### src/rtl/mul_seq_ctrl_if.sv
// Narrow pin bundle between a host and the mul_seq_ctrl multiply sequencer.
// The host drives start and the x/y operand digits; the sequencer returns product nibbles.
interface mul_seq_ctrl_if;
    logic       start;
    logic [1:0] x;
    logic [1:0] y;
    logic [3:0] p;
    logic       s;
    logic       rdy;
    logic       busy;

    modport master (
        output start, x, y,
        input  p, s, rdy, busy
    );

    modport slave (
        input  start, x, y,
        output p, s, rdy, busy
    );
endinterface

### src/rtl/mul_seq_ctrl.sv
// Sequencer for a WIDTH x WIDTH radix-4 shift-add multiply over 2-bit operand pins and a 4-bit product pin.
// Define MULS_SIGNED_EN for two's-complement operands with a sign output; otherwise operands are unsigned and s is tied 0.
module mul_seq_ctrl #(
    parameter int WIDTH = 6
) (
    input  logic          clk,
    input  logic          rst,
    mul_seq_ctrl_if.slave bus
);

    localparam int D  = WIDTH / 2;
    localparam int PW = 2 * WIDTH;
    localparam int KW = $clog2(D + 1);

    typedef enum logic [1:0] {
        IDLE,
        LOAD,
        MUL,
        OUT
    } state_t;

    state_t          state_q, state_d;
    logic [KW-1:0]   k_q, k_d;
    logic [WIDTH-1:0] x_q, x_d;
    logic [WIDTH-1:0] y_q, y_d;
    logic [PW-1:0]   acc_q, acc_d;
    logic [PW-1:0]   res_q, res_d;
    logic [3:0]      p_q, p_d;
    logic            rdy_q, rdy_d;
    logic            busy_q, busy_d;

    logic [WIDTH-1:0] x_mag;
    logic [WIDTH-1:0] y_mag;
    logic [PW-1:0]    result;
    logic [WIDTH-1:0] y_shift;
    logic [1:0]       y_digit;
    logic [PW-1:0]    partial;

`ifdef MULS_SIGNED_EN
    logic s_q, s_d;
    logic neg;

    // The datapath multiplies magnitudes; -2^(WIDTH-1) negates to itself, which reads correctly as unsigned.
    assign x_mag  = x_q[WIDTH-1] ? (~x_q + WIDTH'(1)) : x_q;
    assign y_mag  = y_q[WIDTH-1] ? (~y_q + WIDTH'(1)) : y_q;
    assign neg    = x_q[WIDTH-1] ^ y_q[WIDTH-1];
    assign result = neg ? (~acc_q + PW'(1)) : acc_q;
    assign bus.s  = s_q;
`else
    assign x_mag  = x_q;
    assign y_mag  = y_q;
    assign result = acc_q;
    assign bus.s  = 1'b0;
`endif

    assign y_shift = y_mag >> (2 * int'(k_q));
    assign y_digit = y_shift[1:0];
    assign partial = PW'(x_mag) * PW'(y_digit);

    assign bus.p    = p_q;
    assign bus.rdy  = rdy_q;
    assign bus.busy = busy_q;

    always_ff @(posedge clk) begin
        if (rst) begin
            state_q <= IDLE;
            k_q     <= '0;
            x_q     <= '0;
            y_q     <= '0;
            acc_q   <= '0;
            res_q   <= '0;
            p_q     <= '0;
            rdy_q   <= 1'b0;
            busy_q  <= 1'b0;
`ifdef MULS_SIGNED_EN
            s_q     <= 1'b0;
`endif
        end else begin
            state_q <= state_d;
            k_q     <= k_d;
            x_q     <= x_d;
            y_q     <= y_d;
            acc_q   <= acc_d;
            res_q   <= res_d;
            p_q     <= p_d;
            rdy_q   <= rdy_d;
            busy_q  <= busy_d;
`ifdef MULS_SIGNED_EN
            s_q     <= s_d;
`endif
        end
    end

    always_comb begin
        state_d = state_q;
        k_d     = k_q;
        x_d     = x_q;
        y_d     = y_q;
        acc_d   = acc_q;
        res_d   = res_q;
        p_d     = p_q;
        rdy_d   = rdy_q;
        busy_d  = busy_q;
`ifdef MULS_SIGNED_EN
        s_d     = s_q;
`endif

        case (state_q)
            IDLE: begin
                // Digit 0 zero-extends, so stale operand bits from the previous job never leak in.
                if (bus.start) begin
                    x_d     = {{(WIDTH-2){1'b0}}, bus.x};
                    y_d     = {{(WIDTH-2){1'b0}}, bus.y};
                    k_d     = KW'(1);
                    busy_d  = 1'b1;
                    state_d = LOAD;
                end
            end

            LOAD: begin
                x_d = x_q | (WIDTH'(bus.x) << (2 * int'(k_q)));
                y_d = y_q | (WIDTH'(bus.y) << (2 * int'(k_q)));
                k_d = k_q + KW'(1);
                if (k_q == KW'(D - 1)) begin
                    k_d     = '0;
                    acc_d   = '0;
                    state_d = MUL;
                end
            end

            MUL: begin
                acc_d = acc_q + (partial << (2 * int'(k_q)));
                k_d   = k_q + KW'(1);
                if (k_q == KW'(D - 1)) begin
                    k_d     = '0;
                    state_d = OUT;
                end
            end

            OUT: begin
                // k == D is the drain edge that drops rdy after the last nibble has been shown for a full cycle.
                if (k_q == KW'(D)) begin
                    k_d     = '0;
                    p_d     = '0;
                    rdy_d   = 1'b0;
                    busy_d  = 1'b0;
                    state_d = IDLE;
`ifdef MULS_SIGNED_EN
                    s_d     = 1'b0;
`endif
                end else if (k_q == '0) begin
                    p_d   = result[3:0];
                    res_d = result >> 4;
                    rdy_d = 1'b1;
                    k_d   = KW'(1);
`ifdef MULS_SIGNED_EN
                    s_d   = result[PW-1];
`endif
                end else begin
                    p_d   = res_q[3:0];
                    res_d = res_q >> 4;
                    k_d   = k_q + KW'(1);
                end
            end

            default: begin
                state_d = IDLE;
            end
        endcase
    end

endmodule

### src/flat_wrapper.sv
// flat-port wrapper written by rule: the top's interface ports become plain ports
module mul_seq_ctrl_flat 
#(
    parameter int WIDTH = 6
)
  (clk, rst, bus_start, bus_x, bus_y, bus_p, bus_s, bus_rdy, bus_busy);
  mul_seq_ctrl_if bus_i ();
  input  logic clk;
  input  logic rst;
  input wire logic [$bits(bus_i.start)-1:0] bus_start;
  input wire logic [$bits(bus_i.x)-1:0] bus_x;
  input wire logic [$bits(bus_i.y)-1:0] bus_y;
  output wire logic [$bits(bus_i.p)-1:0] bus_p;
  output wire logic [$bits(bus_i.s)-1:0] bus_s;
  output wire logic [$bits(bus_i.rdy)-1:0] bus_rdy;
  output wire logic [$bits(bus_i.busy)-1:0] bus_busy;
  assign bus_i.start = bus_start;
  assign bus_i.x = bus_x;
  assign bus_i.y = bus_y;
  assign bus_p = bus_i.p;
  assign bus_s = bus_i.s;
  assign bus_rdy = bus_i.rdy;
  assign bus_busy = bus_i.busy;
  mul_seq_ctrl #(.WIDTH(WIDTH)) u_core (.clk(clk), .rst(rst), .bus(bus_i));
endmodule
### config.mk
export PLATFORM = sky130hd
export DESIGN_NAME = mul_seq_ctrl_flat
export DESIGN_NICKNAME = d
export VERILOG_FILES = /design/src/rtl/mul_seq_ctrl_if.sv /design/src/rtl/mul_seq_ctrl.sv /design/src/flat_wrapper.sv
export SDC_FILE = /design/constraint.sdc
export NUM_CORES = 1
export LEC_CHECK = 0
export BUFFER_PORTS_ARGS = -buffer_cell sky130_fd_sc_hd__buf_2
export CORE_MARGIN = 2
export CORE_UTILIZATION = 25
export CTS_CLUSTER_DIAMETER = 30
export DETAILED_ROUTE_END_ITERATION = 6
export GPL_TIMING_DRIVEN = 0
export SKIP_LAST_GASP = 1
export SYNTH_ARGS = -nofsm -noshare
export SYNTH_HDL_FRONTEND = slang
export SYNTH_SLANG_ARGS = --single-unit
### constraint.sdc
create_clock -name clk -period 3.8 [get_ports clk]
set_input_delay 0.76 -clock clk [delete_from_list [all_inputs] [get_ports clk]]
set_output_delay 0.76 -clock clk [all_outputs]
set_load 0.01 [all_outputs]
Word level (Yosys, flattened, before mapping)
Cells that the tools add are included.
Widths: inputs -> output; s select.

storage, ports and cells
  output and inout bits = 7
  bits in registers = 46
  word-level logic and storage cells = 64

operators by class
  shift-type cells = 4
  multiplexer cells = 23
  multipliers = 1
  $add $sub $neg = 2
  equal/unequal tests = 9
  reduce and logical (&&, ||, !) cells = 13
  bitwise gates (word level) = 3

operators with widths
  kind                 count
  $pmux 12 s2          1
  $pmux 6 s2           2
  $mux 2               7
  $add 12x12->12       1
  $mux 12              1
  $mux 6               2
  $or 6x6->6           2
  $shl 2x3->6          2
  $shl 8x3->12         1
  $eq 2x2->1 const B   4
  $mul 6x2->8          1
  $mux 4               2
  $mux 8               1
  $pmux 2 s4           1
  $reduce_and 2->1     4
  $reduce_bool 2->1    4
  $ne 2x1->1 const B   3
  $pmux 2 s3           1
  $shr 6x3->2          1
  $logic_not 2->1      2
  $mux 1               4
  $reduce_and 4->1     1
  $reduce_and 3->1     1
  $add 2x1->2 const B  1
  5 further kinds      5

Logic depth before layout (Yosys ltp)
Gate-level depths: netlist of run 1.

  word-level depth = 5
  gate-level depth with buffers = 20
  depth with buffers taken out = 19

Worst setup path after synthesis of run 1
No wires, ideal clock.

  path kind = flip-flop to flip-flop
  start = reg u_core.k_q[0]
  end = reg u_core.acc_q[11]
  cell stages (with the launch flop) = 20
  path buffers = 1
  slack = -167 ps
  data arrival time = 3,848 ps
  data required time = 3,680 ps
  period minus slack after synthesis = 3,967 ps
  cell sequence = dfxtp_1 buf_2 mux2i_1 o21ai_0 and2_1 ha_1 fa_1 a211oi_1 nor2_1 xnor2_1 nor2_1 a21oi_1 o21ai_0 ha_1 a21o_1 a31o_2 o211ai_1 nand3_1 and4b_1 a211o_1

between the ends
  word-level cells in the longest chain between the ends = 5
  elaborated cells between the ends (all ways) = 8
  classes of those cells = add/sub: 1; mul: 1; eq/ne: 2; shift: 2; mux: 1; reduce/logical: 1

ends and longest elaborated chain
  what                    RTL line             source
  start, declared         mul_seq_ctrl.sv:23   logic [KW-1:0] k_q, k_d;
  start signal, assigned  mul_seq_ctrl.sv:80   k_q <= k_d;
  $shr 6x3->2             mul_seq_ctrl.sv:56   assign y_shift = y_mag >> (2 * int'(k_q));
  $mul 6x2->8             mul_seq_ctrl.sv:58   assign partial = PW'(x_mag) * PW'(y_digit);
  $shl 8x3->12            mul_seq_ctrl.sv:132  acc_d = acc_q + (partial << (2 * int'(k_q)));
  $add 12x12->12          mul_seq_ctrl.sv:132
  $pmux 12 s2             mul_seq_ctrl.sv:108  case (state_q)
  end signal, assigned    mul_seq_ctrl.sv:70   acc_q <= '0;
  end signal, assigned    mul_seq_ctrl.sv:83   acc_q <= acc_d;
  end, declared           mul_seq_ctrl.sv:26   logic [PW-1:0] acc_q, acc_d;

Parallel ways exist; a longest one is shown, timed or not.
A chain may end at the register's enable or synchronous reset.

Final worst setup path of run 1
Same ends and word-level chain as after synthesis.

==> out/metrics.csv, run 1 <==
metric,value,unit
status,finished with violations,
violations,negative setup slack,
skew,0.01033,ns
globalRouteOverflowTotal,0,
synthTopCellsByArea,"dfxtp_1 32%, ha_1 12%, nor2_1 7.9%",
io_pins,14,
drive_gt1_frac,0.2493,
start_util,0.2561,
die_w,106.4,um
finalSetupViolations,3,
finalHoldViolCount,0,
synth_xor_area_frac,0.04346,
synth_top_area_frac,0.3209,
globalplace.congestion,0.8146,
n_antenna_cell,0,
grt_use_met1,0.1434,
cts_root_buf,clkbuf_8,
slowest_stage,fa_2,
yosys.area_share.simple,0.1843,
fmax,248.5,MHz
postRouteAntennaNets,0,
antenna_found_initial,0,
postCtsHoldBufs,0,
die_h,106.4,um
grt_pass1_wl,10720,um
synth_common_cells,"55 x nor2_1, 42 x dfxtp_1, 33 x a21oi_1, 25 x ha_1, 17 x nand2_1",
seqCellArea,843.3,sq um
power,1.570,mW
rsz0062_at_grt,yes,
peakVddDrop,256.9,uV
wl,6600,um
finalNetCount,398,
synth.cell_area,0.002620,sq mm
synth-edff-count,0,
worst_setup_path_start_kind,register,
yosysSeqAreaShare,0.3209,
viasPerCell,4.681,
end_kind,register,
area_growth,30.71,%
dr.first_iter.drc_count,78,
clk_path_buf_depth,2,
critPathKind,register to register,
htreeDepth,2,
synth_fp_nets,348,
grt_pass1_vias,2302,
max_stage_delay,0.39,ns
rows,37,
fin_hold_ws,0.4576,ns
synth.area.mux_share,0.05349,
multi_input_area,0.001899,sq mm
finalCriticalPeriod,4.024,ns
critPathRequiredTime,4.00,ns
worstPathCellList,buf_6 -> mux2i_4 -> o2bb2ai_4 -> and2_4 -> ha_4 -> fa_2 -> a211oi_4 -> nor3b_2 -> o211ai_1 -> nor2_1 -> nor3_2 -> a21oi_1 -> ha_2 -> a21o_1 -> a31o_2 -> o211ai_1 -> nand3_1 -> and4b_1 -> a211o_1,
relSlewSlack,0.5289,
power_density,458.3,mW/mm^2
synth_top_family_by_area,compound AO/OA/AOI/OAI gates,
period_share,1.059,
grt_usage,0.1167,
combinationalPowerShare,0.418,
pwr-share-clk,0.237,
final_max_slew_viol_count,0,
cts.sink_count,42,
holdCritPathClass,register to register,
io_buffers,12,
ys.flop_type,dfxtp_1,
worstMarginPinSlew,0.6870,ns
path_max_fanout,4,
drc,0,
yosys.cell_types.count,43,
numCtsBuffers,5,
synth-adder-area-share,0.1347,
grt_busiest_layer,met2,
seqPwrFrac,0.345,
fill_cells,1035,
num_vias,2345,
clk-insertion-delay-late,0.30,ns
power.switching,604.0,uW
swShare,0.3848,
use_met2,0.1996,
ys.warnings.count,0,
final_util,0.3347,
syn_area_per_cell,8.344,sq um
cts_tree,yes,
synthCells,314,
drt_pass1_iterations,4,
die_area,0.01131,sq mm
ys_async_sr_fraction,0,
fin_ws,-0.2242,ns
grtUsageMet3,0.02759,
synth-seq-cells,42,
grt_max_degree,16,
synth_compound_gate_area_share,0.2278,
power.internal,965.5,uW
fin_tns_setup,-0.4130,ns
max_cap_violations,0,
critPathMostFrequentCell,o211ai_1,
wl_per_cell,13.17,um
critPathArrivalTime,4.22,ns
power.leakage,1.448,nW
synth_most_common_cell,nor2_1,
core_area,0.01023,sq mm
yosys.area.top_type,dfxtp_1,
hpwlAfterDp,4642,um
clk_pin_slew,0.09,ns
-- area by class of cell --
| type | count | area share |
|---|---|---|
| plain buffers | 14 | 0.02083 |
| inverters | 8 | 0.008769 |
| clock buffers | 5 | 0.02010 |
| repair buffers | 43 | 0.08550 |
| flip-flops and latches | 42 | 0.2463 |
| multi-input cells | 250 | 0.5546 |
| clock inverters | 3 | 0.01425 |
| well taps | 136 | 0.04969 |
-- logic make-up after synthesis --
family | count (synthesis)
flops | 42
compound gates | 88
fa+ha+maj | 27
simple gates | 107
xor+xnor | 13
mux | 14
buf+inv | 22
other cells | 1
-- worst max-delay path: cells and delay by family, from the launching register on --
| kind | cells | cell delay, ns |
|---|---|---|
| AO/OA/AOI/OAI | 8 | 1.54 |
| adder cells (fa/ha/maj) | 3 | 0.77 |
| buffers and inverters | 1 | 0.14 |
| flip-flops | 1 | 0.36 |
| multiplexers | 1 | 0.24 |
| AND/OR/NAND/NOR | 6 | 0.86 |
-- through the flow --
stage / setup slack, ns / cell area [sq um] / std cells
6_report: -0.2242 / 3425 / 501
4_1_cts: -0.2008 / 3253 / 492
3_5_place_dp: -0.4507 / 2895 / 462
5_1_grt: -0.3968 / 3425 / 501
3_3_place_gp: -0.3806 / 2895 / 462
2_1_floorplan: 0.001686 / 2665 / 314
-- cell usage in the layout, fill, tap and decap left out, types with 4 or more instances in the layout --
cell type,synthesis,routed
a211oi_1,8,7
a21o_1,8,8
a21oi_1,33,27
a21oi_2,0,5
a22oi_1,13,13
and2_1,10,6
and2_4,0,4
buf_2,2,12
buf_4,1,32
clkbuf_1,10,10
clkbuf_8,0,5
dfxtp_1,42,40
ha_1,25,18
ha_4,0,4
inv_1,8,7
mux2i_1,14,12
nand2_1,17,16
nand3_1,7,7
nor2_1,55,55
xnor2_1,8,7
xor2_1,5,5
-- power by group through the flow --
stage | combinational (mW) | clock, mW | sequential (mW)
2_1_floorplan | 0.437 | 0 | 0.536
3_3_place_gp | 0.547 | 0 | 0.545
3_5_place_dp | 0.554 | 0 | 0.546
4_1_cts | 0.627 | 0.376 | 0.540
5_1_grt | 0.727 | 0.402 | 0.549
6_report | 0.656 | 0.372 | 0.541
-- what timing repair did --
item | CTS | global route
setup endpoints to repair | 4 | 5
buffers inserted | 22 | 9
resized for setup | 15 | 19
endpoints found under the hold margin | 0 | 0
pin swaps | 25 | 23
-- registers in the layout (all words and copies together) (netlist names) --
signal and flops:
u_core.res_q 8, u_core.x_mag 6, u_core.k_q 2, u_core.state_q 2, u_core.bus.p 4, u_core.acc_q 12, u_core.bus.rdy 1, u_core.y_mag 6
u_core.bus.busy 1
-- worst paths after layout --
path	from	endpoint	slack, ns	depth (start not counted)
worst max-delay path	u_core.k_q[0]	u_core.acc_q[11]	-0.22	19
worst min-delay path	u_core.res_q[7]	u_core.res_q[7]	0.46	2
worst max register to register	u_core.k_q[0]	u_core.acc_q[11]	-0.22	19
worst min register to register	u_core.res_q[7]	u_core.res_q[7]	0.46	2
-- layer usage --
metal | wire [um] | vias to the layer above
li1 | - | 1210
met1 | 3066 | 1107
met2 | 3273 | 24
met3 | 186 | 4
met4 | 74 | 0
met5 | 0 | -
Power figures use the tool's default switching activity.
==> inputs of run 2 (changes only) <==
==> constraint.sdc (replaced) <==
create_clock -name clk -period 3.7 [get_ports clk]
set_input_delay 0.74 -clock clk [delete_from_list [all_inputs] [get_ports clk]]
set_output_delay 0.74 -clock clk [all_outputs]
set_load 0.01 [all_outputs]
==> run 2 against run 1 <==
Effect of this change: the flow still finishes with violations (negative setup slack); sequential cell count unchanged; sequential power is 3% higher; clock skew fell by 0.00080 ns; critical path depth unchanged; utilization decreased by 0.62 points; first-iteration DRC count up 55%; cell count is 1.0% lower; maximum frequency grew 0.17%; routed wire length is 2.8% lower; via count is 0.43% lower; total power rose by 7.1%; clock power up 20%; largest power group unchanged.
==> out/metrics.csv, run 2 (same netlist as run 1, synthesis figures left out) <==
metric,value,unit,change
finalCriticalPeriod,4.017,ns,-0.006979 ns
num_vias,2335,,-0.43%
peakVddDrop,197.5,uV,-23%
drt_pass1_iterations,4,,unchanged
wl_per_cell,12.93,um,-1.9%
layout_commonest_cell,nor2_1,,
die_h,106.4,um,unchanged
final_cell_mix,"54 x nor2_1, 40 x dfxtp_1, 29 x a21oi_1",,
worst_setup_path_start_kind,register,,
viasPerCell,4.708,,+0.58%
numCtsBuffers,5,,unchanged
power_density,500.0,mW/mm^2,+9.1%
r2r_slack,-0.32,ns,-0.09 ns
cts_tree,yes,,
cts.sink_count,42,,unchanged
die_w,106.4,um,unchanged
grt_max_degree,14,,-2
max_cap_violations,0,,unchanged
skew,0.009531,ns,-0.0008027 ns
globalplace.congestion,0.7997,,-1.8%
critPathLaunch,u_core.k_q[0],,
period_share,1.086,,+0.02674
place_ws,-0.4323,ns,+0.01835 ns
start_util,0.2561,,unchanged
rsz0062_at_grt,yes,,
reg.largest.list,"u_core.acc_q: 12 flops, u_core.res_q: 8 flops",,
area_growth,28.27,%,
final_max_slew_viol_count,0,,unchanged
postCtsHoldBufs,0,,unchanged
clk_pin_slew,0.08,ns,about the same
worst_r2r_path_depth,19,,unchanged
core_area,0.01023,sq mm,unchanged
globalRouteOverflowTotal,0,,unchanged
finalHoldViolCount,0,,unchanged
holdCritPathClass,register to register,,
drive_gt1_frac,0.2194,,-0.02987
hpwlAfterDp,4683,um,+0.88%
drc,0,,unchanged
violations,negative setup slack,,
clk-insertion-delay-late,0.29,ns,about the same
worstMarginPinSlew,0.6711,ns,-0.01588 ns
dr.first_iter.drc_count,121,,+55%
rows,37,,unchanged
power.leakage,1.435,nW,-0.91%
grt_pass1_wl,10980,um,+2.4%
status,finished with violations,,
timing.rr.end,u_core.acc_q[11],,
path_max_fanout,4,,unchanged
reg2reg_from,u_core.k_q[0],,
io_pins,14,,unchanged
regMostFlops,u_core.acc_q,,
largest_reg_flops,12,,unchanged
grt_pass1_vias,2328,,+1.1%
postRouteAntennaNets,0,,unchanged
critPathKind,register to register,,
grt_usage,0.1202,,+0.003504
cts_root_buf,clkbuf_8,,
finalSetupViolations,3,,unchanged
die_area,0.01131,sq mm,unchanged
endpoint,u_core.acc_q[11],,
wl,6413,um,-2.8%
end_kind,register,,
fmax,248.9,MHz,+0.17%
io_buffers,12,,unchanged
htreeDepth,2,,unchanged
n_antenna_cell,0,,unchanged
antenna_found_initial,0,,unchanged
fin_ws,-0.3172,ns,-0.09302 ns
finalNetCount,393,,-1.3%
clk_path_buf_depth,2,,unchanged
critPathRequiredTime,3.89,ns,-0.11 ns
relSlewSlack,0.5398,,+0.01089
power,1.680,mW,+7.1%
critPathArrivalTime,4.20,ns,-0.02 ns
-- run 2: changes by cell type in the layout (fill, tap and decap cells not counted), moves of 2 or more --
cell	delta
a21oi_1	+2
nor3_1	+2
ha_4	-2
buf_4	-5
nor3_2	-2
-- run 2: layer usage --
layer,track usage,vias up,part of all wire
met2,0.2106,35,0.49
met3,0.02269,12,0.025
met1,0.1477,1090,0.47
met5,0,-,0
li1,-,1198,-
met4,0.03853,0,0.020
-- run 2: timing repair --
item,CTS,global route
resized for setup,15,7
setup buffers,20,6
cloned,0,0
endpoints found under the setup margin,4,6
pin swaps,27,15
-- run 2: power by group --
part           leakage, nW  total, mW  internal, mW  switching [mW]
sequential           0.341      0.559         0.509          0.0501
combinational         1.02      0.674         0.278           0.396
clock               0.0714      0.448         0.288           0.160
total                 1.44       1.68          1.07           0.606
-- run 2: layout make-up --
| type | instances | area, sq um |
|---|---|---|
| plain buffers | 14 | 71.32 |
| clock buffers | 6 | 82.58 |
| clock inverters | 2 | 60.06 |
| fillers | 1057 | 6870 |
| inverters | 8 | 30.03 |
| multi-input cells | 250 | 1848 |
| flip-flops and latches | 42 | 843.3 |
| well taps | 136 | 170.2 |
| repair buffers | 38 | 255.2 |
-- run 2: through the flow --
stage	hold WS [ns]	cell area, sq um	cells	util	setup TNS (ns)
2_1_floorplan	0.4312	2673	314	-	-0.04610
3_3_place_gp	0.4422	2903	462	0.2837	-0.8748
3_5_place_dp	0.4475	2903	462	0.2837	-1.050
4_1_cts	0.4584	3287	490	0.3213	-0.3981
5_1_grt	0.4884	3361	496	0.3285	-1.570
6_report	0.4587	3361	496	0.3285	-0.6100
-- run 2: how the worst min path moves through the flow --
stage	from	slack (ns)	cells after the start	to
2_1_floorplan	u_core.res_q[4]	0.43	2	u_core.res_q[4]
3_3_place_gp	u_core.res_q[4]	0.44	2	u_core.res_q[4]
3_5_place_dp	u_core.res_q[6]	0.45	2	u_core.res_q[6]
4_1_cts	u_core.res_q[6]	0.46	2	u_core.res_q[6]
5_1_grt	u_core.res_q[4]	0.49	2	u_core.res_q[4]
6_report	u_core.res_q[6]	0.46	2	u_core.res_q[6]
-- run 2: critical path, cell delays in order (launching register included) --
cell,delay [ns]
dfxtp_2,0.37
buf_6,0.15
mux2i_4,0.25
o2bb2ai_4,0.11
and2_4,0.18
ha_4,0.16
fa_2,0.37
a211oi_4,0.28
nor2_2,0.07
xnor2_2,0.22
nor2_1,0.09
a21oi_2,0.14
o21ai_1,0.10
ha_2,0.23
a21o_1,0.17
a31o_2,0.21
o211ai_1,0.23
nand3_1,0.15
and4b_1,0.21
a211o_1,0.22
==> inputs of run 3 (changes only) <==
--- a/config.mk
+++ b/config.mk
@@ -15,3 +15,4 @@
 export SYNTH_ARGS = -nofsm -noshare
 export SYNTH_HDL_FRONTEND = slang
 export SYNTH_SLANG_ARGS = --single-unit
+export TNS_END_PERCENT = 50
==> run 3 against run 2 <==
Effect of this change: maximum frequency is 2.2% higher; global-route usage is 0.15 points lower; clock skew is 0.0020 ns lower; sequential power is 3% higher; the flow still finishes with violations (negative setup slack); non-clock buffer count is 3 higher; sequential cell count stayed put; worst hold slack worse by 0.0033 ns.
==> out/metrics.csv, run 3 (same netlist as run 1, synthesis figures left out) <==
metric,value,unit,change
wl_per_cell,12.74,um,-1.5%
cts.sink_count,42,,unchanged
path_max_fanout,7,,+3
io_buffers,12,,unchanged
finalHoldViolCount,0,,unchanged
skew,0.007566,ns,-0.001965 ns
instances_no_fill,499,,+0.60%
regMostFlops,u_core.acc_q,,
grt_pass1_vias,2366,,+1.6%
globalplace.congestion,0.7751,,-3.1%
worst_setup_path_start_kind,register,,
largest_reg_flops,12,,unchanged
min-delay-start,u_core.res_q[7],,
finalNetCount,396,,+0.76%
cts_root_buf,clkbuf_8,,
fin_hold_ws,0.4554,ns,-0.003317 ns
power_density,474.3,mW/mm^2,-5.1%
r2r_slack,-0.23,ns,+0.09 ns
grt_max_degree,16,,+2
clk-insertion-delay-late,0.30,ns,about the same
worst_r2r_path_depth,20,,+1
whs_path_depth,2,,unchanged
start_util,0.2561,,unchanged
dp.cells,462,,unchanged
worstMarginPinSlew,0.6781,ns,+0.006962 ns
numCtsBuffers,5,,unchanged
clk_path_buf_depth,2,,unchanged
die_w,106.4,um,unchanged
postRouteAntennaNets,0,,unchanged
num_vias,2342,,+0.30%
max_stage_delay,0.43,ns,+0.06 ns
globalRouteOverflowTotal,0,,unchanged
n_antenna_cell,0,,unchanged
hpwlAfterDp,4709,um,+0.55%
relSlewSlack,0.5350,,-0.004774
critPathRequiredTime,3.89,ns,about the same
layout_commonest_cell,nor2_1,,
grt_usage,0.1187,,-0.001529
fin_ws,-0.2319,ns,+0.08524 ns
dr.first_iter.drc_count,110,,-9.1%
drt_pass1_iterations,5,,+1
period_share,1.063,,-0.02304
violations,negative setup slack,,
grt_pass1_wl,10960,um,-0.25%
core_area,0.01023,sq mm,unchanged
antenna_found_initial,0,,unchanged
worstPathCellList,mux2i_1 -> o2bb2ai_2 -> and2_4 -> ha_4 -> a21o_1 -> a21oi_2 -> o21bai_1 -> a21oi_2 -> xor2_1 -> a21oi_2 -> buf_4 -> buf_4 -> buf_4 -> buf_4 -> nor2_1 -> ha_1 -> a21oi_1 -> nand3_1 -> and4b_1 -> a211o_1,,
reg.largest.list,"u_core.acc_q: 12 flops, u_core.res_q: 8 flops",,
final_max_slew_viol_count,0,,unchanged
rsz0062_at_grt,yes,,
clk_pin_slew,0.09,ns,about the same
hold_end,u_core.res_q[7],,
critPathMostFrequentCell,buf_4,,
place_ws,-0.4427,ns,-0.01036 ns
die_h,106.4,um,unchanged
postCtsHoldBufs,0,,unchanged
end_kind,register,,
cts_tree,yes,,
peakVddDrop,224.6,uV,+14%
drive_gt1_frac,0.2231,,+0.003696
htreeDepth,2,,unchanged
final_util,0.3266,,-0.001834
finalCriticalPeriod,3.932,ns,-0.08525 ns
final_cell_mix,"55 x nor2_1, 40 x dfxtp_1, 31 x buf_4",,
max_cap_violations,0,,unchanged
die_area,0.01131,sq mm,unchanged
drc,0,,unchanged
holdCritPathClass,register to register,,
timing.rr.end,u_core.acc_q[11],,
reg2reg_from,u_core.k_q[0],,
critPathArrivalTime,4.13,ns,-0.07 ns
slowest_stage,dfxtp_4,,
status,finished with violations,,
fmax,254.3,MHz,+2.2%
wl,6358,um,-0.86%
rows,37,,unchanged
power.leakage,1.426,nW,-0.65%
critPathKind,register to register,,
viasPerCell,4.693,,-0.30%
area_growth,27.56,%,
finalSetupViolations,3,,unchanged
io_pins,14,,unchanged
## run 3: cell types whose count changed in the layout (fill, tap and decap cells not counted), moves of 2 or more
cell,before,now
buf_4,27,31
and2_4,4,2
and2_1,6,8
ha_4,2,4
## run 3: where the power goes
part | switching (mW) | internal (mW) | total, mW
registers | 0.0613 | 0.511 | 0.573
clock network | 0.173 | 0.206 | 0.379
logic | 0.375 | 0.259 | 0.634
total | 0.609 | 0.976 | 1.59
## run 3: worst max-delay path by stage
stage                             start          endpoint  depth (start not counted)
after global routing      u_core.k_q[0]  u_core.acc_q[11]                         20
after CTS                 u_core.k_q[1]  u_core.acc_q[11]                         19
final                     u_core.k_q[0]  u_core.acc_q[11]                         20
after global placement    u_core.k_q[0]  u_core.acc_q[11]                         19
after floorplan           u_core.k_q[0]  u_core.acc_q[11]                         19
after detailed placement  u_core.k_q[0]  u_core.acc_q[10]                         19
## run 3: layout make-up
cell class	instances	area, sq um
flip-flops and latches	42	845.8
repair buffers	42	285.3
clock buffers	5	68.82
inverters	8	30.03
plain buffers	13	60.06
fillers	1059	6889
clock inverters	3	48.80
well taps	136	170.2
multi-input cells	250	1833
## run 3: critical path: cells and delay by family, from the launching register on
kind	cells	cell delay [ns]
compound gates	8	1.19
simple gates	4	0.64
buf+inv	4	0.53
fa+ha+maj	2	0.52
flops	1	0.43
mux	1	0.27
xor+xnor	1	0.26
## run 3: timing repair
| action | in CTS | in global routing |
|---|---|---|
| setup buffers | 19 | 11 |
| pin swaps | 34 | 13 |
| setup endpoints to repair | 4 | 6 |
| gates cloned | 0 | 0 |
| resized for setup | 13 | 5 |
## run 3: stage by stage
stage	power (mW)	cell area (sq um)	TNS, ns
after floorplan	1.004	2673	-0.05158
after global placement	1.126	2903	-0.9352
after detailed placement	1.138	2903	-1.187
after CTS	1.542	3232	-0.2188
after global routing	1.701	3342	-1.722
final	1.585	3342	-0.4623
## run 3: metal layers
metal,share of wire,vias up,GRT usage
met2,0.48,30,0.2033
met4,0.024,0,0.04417
met1,0.46,1089,0.1443
li1,-,1211,-
met3,0.028,12,0.02698
met5,0,-,0
